`config.mk`:
```
export PLATFORM = sky130hd
export DESIGN_NAME = nibble_serial_cla_sub
export DESIGN_NICKNAME = d
export VERILOG_FILES = /design/src/rtl/nibble_serial_cla_sub.sv
export SDC_FILE = /design/constraint.sdc
export NUM_CORES = 1
export LEC_CHECK = 0
export CAP_MARGIN = 20
export CORE_MARGIN = 2
export CORE_UTILIZATION = 54
export DETAILED_ROUTE_END_ITERATION = 6
export PLACE_DENSITY = 0.95
export SLEW_MARGIN = 20
export SYNTH_ARGS = -nofsm -noshare
export SYNTH_HDL_FRONTEND = slang
export SYNTH_SLANG_ARGS = --single-unit
```
`constraint.sdc`:
```
create_clock -name clk -period 3 [get_ports clk]
set_input_delay 0.6 -clock clk [delete_from_list [all_inputs] [get_ports clk]]
set_output_delay 0.6 -clock clk [all_outputs]
set_load 0.01 [all_outputs]
```
`src/rtl/nibble_serial_cla_sub.sv`:
```
`default_nettype none
// ============================================================================
// Module      : nibble_serial_cla_sub
// Description : Multi-cycle WIDTH-bit subtractor computing d = a - b - bin.
//               A single 4-bit carry-lookahead slice evaluates a + ~b + ~bin
//               one nibble per clock, LSB nibble first. The inter-nibble
//               carry (inverted borrow) is held in a register.
//               start/ready/done handshake; back-to-back starts are accepted
//               in the DONE cycle with no bubble.
// Ports       : clk   - rising-edge clock
//               rst   - asynchronous active-high reset
//               start - request, sampled only while ready=1
//               a, b  - minuend / subtrahend (WIDTH bits), captured on accept
//               bin   - borrow-in, captured on accept
//               ready - high in IDLE and DONE
//               done  - one-cycle pulse, d/bout/ovf valid
//               d     - difference, held until the next accepted start
//               bout  - borrow-out (1 = unsigned a < b + bin)
//               ovf   - two's-complement overflow of a - b - bin
// Revision    : 1.0 - initial release
// ============================================================================
module nibble_serial_cla_sub #(
    parameter int WIDTH = 16   // multiple of 4, >= 4
) (
    input  logic             clk,
    input  logic             rst,
    input  logic             start,
    input  logic [WIDTH-1:0] a,
    input  logic [WIDTH-1:0] b,
    input  logic             bin,
    output logic             ready,
    output logic             done,
    output logic [WIDTH-1:0] d,
    output logic             bout,
    output logic             ovf
);

    localparam int c_nibbles = WIDTH / 4;
    localparam int c_idx_w   = (c_nibbles > 1) ? $clog2(c_nibbles) : 1;
    localparam logic [c_idx_w-1:0] c_last_idx = c_idx_w'(c_nibbles - 1);

    typedef enum logic [1:0] {
        ST_IDLE = 2'd0,
        ST_RUN  = 2'd1,
        ST_DONE = 2'd2
    } state_t;

    state_t               r_state;
    state_t               w_state_next;
    logic                 w_ready;
    logic                 w_done;
    logic                 w_accept;
    logic                 w_last;

    // Captured operands shift right one nibble per RUN cycle so the slice
    // always reads bits [3:0]; no wide operand multiplexer is needed.
    logic [WIDTH-1:0]     r_a;
    logic [WIDTH-1:0]     r_b;
    logic                 r_carry;
    logic [c_idx_w-1:0]   r_idx;
    logic [WIDTH-1:0]     r_d;
    logic                 r_bout;
    logic                 r_ovf;

    logic [3:0]           w_an;
    logic [3:0]           w_bn;
    logic [3:0]           w_g;
    logic [3:0]           w_p;
    logic [4:0]           w_c;
    logic [3:0]           w_sum;

    // ------------------------------------------------------------------
    // Control FSM
    // ------------------------------------------------------------------
    always_ff @(posedge clk or posedge rst) begin
        if (rst) begin
            r_state <= ST_IDLE;
        end else begin
            r_state <= w_state_next;
        end
    end

    assign w_last = (r_idx == c_last_idx);

    always_comb begin
        w_state_next = r_state;
        w_ready      = 1'b0;
        w_done       = 1'b0;
        case (r_state)
            ST_IDLE: begin
                w_ready = 1'b1;
                if (start) begin
                    w_state_next = ST_RUN;
                end
            end
            ST_RUN: begin
                if (w_last) begin
                    w_state_next = ST_DONE;
                end
            end
            ST_DONE: begin
                w_ready = 1'b1;
                w_done  = 1'b1;
                w_state_next = start ? ST_RUN : ST_IDLE;
            end
            default: begin
                w_state_next = ST_IDLE;
            end
        endcase
    end

    assign w_accept = w_ready & start;

    // ------------------------------------------------------------------
    // 4-bit carry-lookahead slice on a + ~b + carry
    // ------------------------------------------------------------------
    assign w_an = r_a[3:0];
    assign w_bn = ~r_b[3:0];
    assign w_g  = w_an & w_bn;
    assign w_p  = w_an ^ w_bn;

    always_comb begin
        w_c    = '0;
        w_c[0] = r_carry;
        w_c[1] = w_g[0] | (w_p[0] & r_carry);
        w_c[2] = w_g[1] | (w_p[1] & w_g[0]) | (w_p[1] & w_p[0] & r_carry);
        w_c[3] = w_g[2] | (w_p[2] & w_g[1]) | (w_p[2] & w_p[1] & w_g[0])
               | (w_p[2] & w_p[1] & w_p[0] & r_carry);
        w_c[4] = w_g[3] | (w_p[3] & w_g[2]) | (w_p[3] & w_p[2] & w_g[1])
               | (w_p[3] & w_p[2] & w_p[1] & w_g[0])
               | (w_p[3] & w_p[2] & w_p[1] & w_p[0] & r_carry);
    end

    assign w_sum = w_p ^ w_c[3:0];

    // ------------------------------------------------------------------
    // Datapath registers
    // ------------------------------------------------------------------
    always_ff @(posedge clk or posedge rst) begin
        if (rst) begin
            r_a     <= '0;
            r_b     <= '0;
            r_carry <= 1'b0;
            r_idx   <= '0;
            r_d     <= '0;
            r_bout  <= 1'b0;
            r_ovf   <= 1'b0;
        end else if (w_accept) begin
            r_a     <= a;
            r_b     <= b;
            r_carry <= ~bin;      // borrow-in becomes an inverted carry-in
            r_idx   <= '0;
            r_d     <= '0;
        end else if (r_state == ST_RUN) begin
            r_a     <= r_a >> 4;
            r_b     <= r_b >> 4;
            r_carry <= w_c[4];
            r_idx   <= r_idx + 1'b1;
            for (int i = 0; i < c_nibbles; i++) begin
                if (r_idx == c_idx_w'(i)) begin
                    r_d[4*i +: 4] <= w_sum;
                end
            end
            if (w_last) begin
                // Carry out of the top slice is the inverted borrow; overflow
                // is carry-into-MSB differing from carry-out-of-MSB.
                r_bout <= ~w_c[4];
                r_ovf  <= w_c[3] ^ w_c[4];
            end
        end
    end

    assign ready = w_ready;
    assign done  = w_done;
    assign d     = r_d;
    assign bout  = r_bout;
    assign ovf   = r_ovf;

endmodule
`default_nettype wire
```
# == Word-level counts from Yosys, hierarchy flattened ==
# Index checks and enable logic that the tools add are counted.
# word_totals
ff_bits,55
input_bits,36
out_inout_bits,20
wordCells,88
# classes
add_sub_neg,1
n_eq_ne,7
mux,20
bitwise,35
reduce_logical,14
# op_table
op,n
16-bit two-way mux,6
1-bit bitwise AND,17
4-bit two-way mux,4
1-bit OR,10
2-bit AND reduction,5
2-bit nonzero test,5
2-bit two-way mux,4
4-bit XOR,2
2-bit equality test (second input constant),3
2-bit case mux with 3 select lines,1
1-bit two-way mux,5
4-bit bitwise AND,1
2-bit by 1-bit equality test with 1-bit output (second input constant),2
2-bit logical NOT,2
2-bit != test (second input constant),2
4-bit inverter,1
1-bit inverter,3
3-bit AND reduction,1
2-bit by 1-bit adder with 2-bit output (second input constant),1
2-bit OR reduction,1
1-bit XOR,1

# == Logic depth before layout (Yosys ltp) ==
# Gate-level depths: netlist of the first run.
# depth
word_depth,10
mapped_depth,7

# == Worst setup path after synthesis of the first run ==
# OpenSTA, ideal clock, no wires.
# synth_timing
path_type,register -> register
start,register r_a[0]
end,"register r_d[2], in the netlist d[2]"
setup_ns,0.077
arrival_time_ns,1.553
slack_ns,1.370
path_stages_with_launch,6
cell_sequence,dfrtp_1 ha_1 a211o_1 nand3_2 or3b_1 a21oi_1
# synth_between
elab_chain_len,8
# synth_lines
element,line,rtl
from (decl),57,logic [WIDTH-1:0] r_a;
from (signal assigned),155,r_a <= r_a >> 4;
4-bit bitwise AND / 4-bit XOR (equally long branches),"119, 120",
1-bit bitwise AND,126,w_c[2] = w_g[1] | (w_p[1] & w_g[0]) | (w_p[1] & w_p[0] & r_carry);
1-bit OR / 1-bit bitwise AND (equally long branches),126,
1-bit OR *,126,
4-bit XOR *,134,assign w_sum = w_p ^ w_c[3:0];
4-bit two-way mux *,160,if (r_idx == c_idx_w'(i)) begin
16-bit two-way mux *,154,end else if (r_state == ST_RUN) begin
16-bit two-way mux *,148,end else if (w_accept) begin
"to (signal, indexed assignment)",161,r_d[4*i +: 4] <= w_sum;
to (decl),61,logic [WIDTH-1:0] r_d;
# Every way passes the cells marked *; elsewhere a longest branch is shown, timed or not. The select of a mux whose other input is x is not followed.
# A chain may end at the register's enable or synchronous reset.

# == Final worst setup path of the first run ==
# layout_timing
start,register r_state[0]
end,output port done
# layout_between
elab_chain_len,2
# layout_lines
element,line,rtl
from (decl),48,state_t r_state;
from (signal assigned),79,r_state <= w_state_next;
2-bit equality test,89,case (r_state)
1-bit two-way mux,89,
to (decl),32,"output logic done,"
# No other way between the ends.

==> impl_metrics.json, run 1 <==
{
  "fin_crit_ns": 2.13,
  "max_stage_delay_ns": 0.54,
  "end_kind": "output port",
  "clock_skew_ns": 0.00364,
  "p_leak_nw": 1.53,
  "n_antenna_cell": 0,
  "gp_congestion": 0.792,
  "cts_buffers": 5,
  "p_switching_mw": 1.39,
  "drive_gt1_frac": 0.0839,
  "nets": 356,
  "cts-root-buf": "clkbuf_8",
  "clk_pin_slew_ns": 0.09,
  "core_region_area_sq_um": 4690,
  "wl_met2_um": 2680,
  "viasPerCell": 5.76,
  "drv_slew": 0,
  "vias": 2095,
  "tightest_slew_ns": 0.850,
  "status": "completed",
  "cts_resized": 0,
  "netlist.area_leader.share": 0.525,
  "placed_cells": 357,
  "antenna_found_initial": 0,
  "synth_largest_area_cell": "dfrtp_1",
  "startpoint_type": "flop",
  "grt_pass1_wl_um": 9270,
  "crit_required_ns": 2.40,
  "seq_area_frac_synth": 0.525,
  "dr_wl_met3_um": 252,
  "cts.hold.buffers_added": 0,
  "first_global_vias": 2102,
  "async_flop_share": 1.00,
  "clock_sinks": 55,
  "clockPowerShare": 0.138,
  "drtIter0Drc": 137,
  "p_per_area_nw_per_um2": 1040,
  "grt_use_total": 0.220,
  "gr-total-overflow": 0,
  "synth_area_per_cell_sq_um": 10.3,
  "num_rows": 25,
  "dieArea_sq_um": 5430,
  "worst-path-stages": 2,
  "ctsLongestPathBuffers": 2,
  "drv_cap": 0,
  "design.portCount": 56,
  "post_layout_nonfiller_instances": 364,
  "synth_cell_types": 34,
  "netlist_instances": 255,
  "worst-path-max-fanout": 9,
  "cts_tree": "done",
  "fin_hold_ws_ns": 0.484,
  "hp-class": "reg2reg",
  "critical_path.slowest_cell": "clkdlybuf4s50_1",
  "htreeDepth": 2,
  "switching_share": 0.402,
  "dieWidth_um": 73.7,
  "setup_viol": 0,
  "hold_depth": 2,
  "synth_flop_cell": "dfrtp_1",
  "ys_seq_elements": 55,
  "clk_latency_ns": 0.30,
  "yosys_warnings": 0,
  "period_share": 0.711,
  "reg2reg_setup_slack_ns": 1.11,
  "cp_cell_sequence": "nor2b_1, clkdlybuf4s50_1",
  "hpwl_um": 3860,
  "synth_top_cells_by_area": "dfrtp_1 52%, nand2_1 7.4%, a22oi_1 5.7%",
  "postCtsSetupBuffers": 0,
  "syn_to_final_growth_pct": 26.7,
  "fin_setup_tns_ns": 0,
  "crit_buf_inv": 1,
  "wl_per_cell_um": 15.0,
  "final.setup.worst_slack_ns": 0.867,
  "internal-power_mw": 2.07,
  "synth.most_common_cell": "dfrtp_1",
  "syn_area_sq_um": 2620,
  "drtAntennaViolNets": 0,
  "io_buffers": 55,
  "start_util": 0.559,
  "first_pass_iters": 4,
  "synth-edff-count": 0,
  "synth_nets": 301,
  "dieHeight_um": 73.7,
  "timing.fmax_mhz": 469,
  "met1_length_um": 2400,
  "critPathArrivalTime_ns": 1.53,
  "wl_um": 5440,
  "drc": 0,
  "path_class": "reg2out",
  "relSlewSlack": 0.432,
  "finalHoldViolations": 0,
  "grt_max_degree": 43,
  "ys_top_cells_by_count": "55 x dfrtp_1, 52 x nand2_1, 20 x a22oi_1, 13 x nor3_1, 12 x a21oi_1",
  "final_util": 0.709,
  "dp_slack_ns": 0.815,
  "dr.max_layer_used": "met4",
  "rsz0062_at_grt": "no",
  "pwr-share-comb": 0.503,
  "peakVddDrop_uv": 395,
  "path_delay_family": "buffers and inverters",
  "seq_power_share": 0.360,
  "r2r_cells": 4
}
path summary, 6_finish.rpt:
path	to	startpoint
min	r_a[5]$_DFFE_PP0P_	r_a[5]$_DFFE_PP0P_
min reg2reg	r_a[5]$_DFFE_PP0P_	r_a[5]$_DFFE_PP0P_
max	done	r_state[0]$_DFFE_PP0P_
max in group asynchronous	r_b[11]$_DFFE_PP0P_	rst
min in group asynchronous	d[7]$_DFFE_PP0P_	rst
max reg2reg	r_b[2]$_DFFE_PP0P_	r_state[0]$_DFFE_PP0P_
per-layer routing:
metal / track usage / vias up
li1: - / 1009
met1: 0.275 / 1007
met2: 0.370 / 70
met3: 0.0439 / 9
met4: 0.0929 / 0
met5: 0 / -
cell families (layout without fill, tap and decap cells):
family,Yosys count,count (layout),share of synthesized area
muxes,5,5,0.0191
AOI/OAI and AO/OA,61,61,0.171
DFF,55,55,0.525
adders and majority gates,10,10,0.0505
xor gates and xnor gates,1,1,0.00334
buffers and inverters,25,80,0.0515
and+or+nand+nor,98,98,0.180
power by group through the flow:
stage | combinational [mW] | sequential [mW] | clock (mW)
floorplan | 1.25 | 1.23 | 0
global placement | 1.64 | 1.24 | 0
detailed placement | 1.72 | 1.25 | 0
CTS | 1.74 | 1.24 | 0.481
global route | 1.94 | 1.28 | 0.511
finish | 1.74 | 1.24 | 0.476
cell type report:
cell class | count | area (sq um)
tap | 54 | 67.6
inverter | 9 | 33.8
clock inverter | 2 | 37.5
multi-input combinational | 175 | 1120
timing repair buffer | 64 | 618
clock buffer | 5 | 68.8
sequential | 55 | 1380
fill | 345 | 1370
sequential cells by signal, indices dropped and copies added, names as in the netlist:
register,count
bout,1
d,16
ovf,1
r_a,16
r_b,16
r_carry,1
r_idx,2
r_state,2
worst reg2reg max path: stages (launching register included):
cell     delay (ns)
dfrtp_1        0.60
nor2b_4        0.51
buf_4          0.32
nor3_1         0.07
a221o_1        0.28
through the flow:
| stage | total power [mW] | area [sq um] |
|---|---|---|
| after detailed placement | 2.98 | 3220 |
| after floorplan | 2.48 | 2620 |
| after global placement | 2.88 | 3220 |
| final | 3.45 | 3320 |
| after CTS | 3.46 | 3320 |
| after global routing | 3.73 | 3320 |
cells in the final DEF, fill, tap and decap left out, types with 2 or more instances in the layout:
cell / netlist / final
a211oi_1: 3 / 3
a21oi_1: 12 / 12
a221o_1: 4 / 4
a22o_1: 9 / 9
a22oi_1: 20 / 20
buf_4: 2 / 9
clkbuf_8: 0 / 5
clkdlybuf4s50_1: 0 / 55
dfrtp_1: 55 / 55
ha_1: 9 / 9
inv_1: 9 / 8
mux2i_1: 5 / 5
nand2_1: 52 / 52
nand2b_1: 2 / 2
nand3_1: 7 / 7
nand3b_1: 2 / 2
nand3b_2: 3 / 3
nor2_1: 10 / 9
nor2b_4: 1 / 2
nor3_1: 13 / 13
o211ai_1: 4 / 4
o21ai_0: 4 / 4
or3b_1: 4 / 4
Note: power is estimated with default switching activity, not from simulation.
==> inputs of run 2 (changes only) <==
- CORE_UTILIZATION: 54 -> 51
- PLACE_DENSITY: 0.95 -> 0.91
- clock period: 3 -> 2 ns (I/O delays scaled with it)
==> run 2 against run 1 <==
Effect of this change:
- cell count up 3.6%
- critical path depth is the same
- routed wire length shrank 4.7%
- highest routed layer unchanged
- global-route usage down 1.7 points
==> impl_metrics.json, run 2 (synthesized netlist as in run 1, its figures left out) <==
{
  "clock_skew_ns": 0.00647,
  "status": "completed",
  "hp-class": "in2async",
  "dieHeight_um": 75.7,
  "drtAntennaViolNets": 0,
  "num_rows": 26,
  "max_stage_delay_ns": 0.56,
  "critPathArrivalTime_ns": 1.53,
  "gr-total-overflow": 0,
  "crit_required_ns": 1.60,
  "finalHoldViolations": 0,
  "design.portCount": 56,
  "setup_viol": 0,
  "antenna_found_initial": 0,
  "dieWidth_um": 75.7,
  "critPathLaunch": "r_state[0]$_DFFE_PP0P_",
  "grt_max_degree": 56,
  "dieArea_sq_um": 5730,
  "cts_tree": "done",
  "start_util": 0.520,
  "peakVddDrop_uv": 608,
  "worst-path-max-fanout": 9,
  "nets": 353,
  "first_pass_iters": 4,
  "reg2reg_from": "r_b[0]$_DFFE_PP0P_",
  "p_leak_nw": 1.53,
  "cts.hold.buffers_added": 0,
  "drv_slew": 0,
  "grt_use_total": 0.203,
  "syn_to_final_growth_pct": 28.5,
  "post_layout_nonfiller_instances": 377,
  "gp_congestion": 0.773,
  "startpoint_type": "flop",
  "relSlewSlack": 0.686,
  "cts-root-buf": "clkbuf_8",
  "wl_um": 5190,
  "reg2reg_to": "d[11]$_DFFE_PP0P_",
  "period_share": 0.963,
  "clk_pin_slew_ns": 0.09,
  "grt_pass1_wl_um": 8920,
  "htreeDepth": 2,
  "drc": 0,
  "rsz0062_at_grt": "no",
  "r2r_cells": 6,
  "clock_sinks": 55,
  "p_per_area_nw_per_um2": 1550,
  "wl_per_cell_um": 13.8,
  "hpwl_um": 3720,
  "reg2reg_setup_slack_ns": 0.19,
  "tightest_slew_ns": 0.469,
  "drv_cap": 0,
  "vias": 2058,
  "placed_cells": 370,
  "fin_crit_ns": 1.93,
  "drtIter0Drc": 96,
  "path_class": "reg2out",
  "cts_buffers": 5,
  "drive_gt1_frac": 0.0782,
  "first_global_vias": 2017,
  "fin_hold_ws_ns": 0.454,
  "fin_setup_tns_ns": 0,
  "viasPerCell": 5.46,
  "clk_latency_ns": 0.30,
  "ctsLongestPathBuffers": 2,
  "end_kind": "output port",
  "n_antenna_cell": 0,
  "core_region_area_sq_um": 5040,
  "cp_cell_sequence": "nor2b_1, clkdlybuf4s50_1",
  "io_buffers": 55,
  "timing.fmax_mhz": 519,
  "critical_path.slowest_cell": "clkdlybuf4s50_1",
  "layout_common_cells": "55 x clkdlybuf4s50_1, 53 x dfrtp_1, 52 x nand2_1, 20 x a22oi_1, 13 x nor3_1",
  "mostFrequentLayoutCell": "clkdlybuf4s50_1"
}
-- run 2: cell count changes in the layout (fill, tap and decap cells not counted) --
cell / previous run / this run
dfrtp_2: 0 / 2
buf_12: 0 / 4
clkinvlp_4: 1 / 0
clkbuf_1: 0 / 1
dfrtp_1: 55 / 53
buf_4: 9 / 2
-- run 2: worst max-delay path: cells and delay by family, from the launching register on --
kind	cells	cell delay (ns)
buffers and inverters	1	0.56
flip-flops	1	0.51
AND/OR/NAND/NOR	1	0.16
-- run 2: what timing repair did --
action	4_1_cts	5_1_grt
gates resized for setup	0	2
endpoints found under the setup margin	0	1
buffers inserted	0	0
endpoints found under the hold margin	0	0
-- run 2: cell type report --
cell class | instances | area [sq um]
Fill cell | 401 | 1670
Sequential cell | 55 | 1380
Tap cell | 70 | 87.6
Clock inverter | 1 | 30.0
Clock buffer | 6 | 72.6
Timing Repair Buffer | 61 | 646
Inverter | 9 | 33.8
Multi-Input combinational cell | 175 | 1120
-- run 2: power breakdown --
part	internal [mW]	switching (mW)
Combinational	1.23	1.42
Clock	0.367	0.331
Sequential	1.57	0.292
-- run 2: per-layer routing --
layer	routed length, um	global-route usage	share of wire	up-vias
li1	-	-	-	1009
met1	2170	0.254	0.42	971
met2	2660	0.350	0.51	72
met3	303	0.0582	0.058	6
met4	52	0.0448	0.010	0
met5	0	0	0	-
-- run 2: worst max-delay path by stage --
stage / to / slack (ns) / cells past startpoint
after global placement: r_b[0]$_DFFE_PP0P_ / 0.27 / 5
after CTS: done / 0.009 / 2
after detailed placement: d[11]$_DFFE_PP0P_ / 0.21 / 6
after global routing: done / 0.006 / 2
final: done / 0.07 / 2
after floorplan: bout$_DFFE_PP0P_ / 0.26 / 1
-- run 2: per-stage QoR --
stage	instance area (sq um)	setup WS (ns)	total power [mW]	util
floorplan	2620	0.257	3.72	-
global placement	3270	0.269	4.41	0.648
detailed placement	3270	0.208	4.54	0.648
CTS	3370	0.00892	5.25	0.668
global route	3370	0.00603	5.67	0.668
finish	3370	0.0748	5.21	0.668
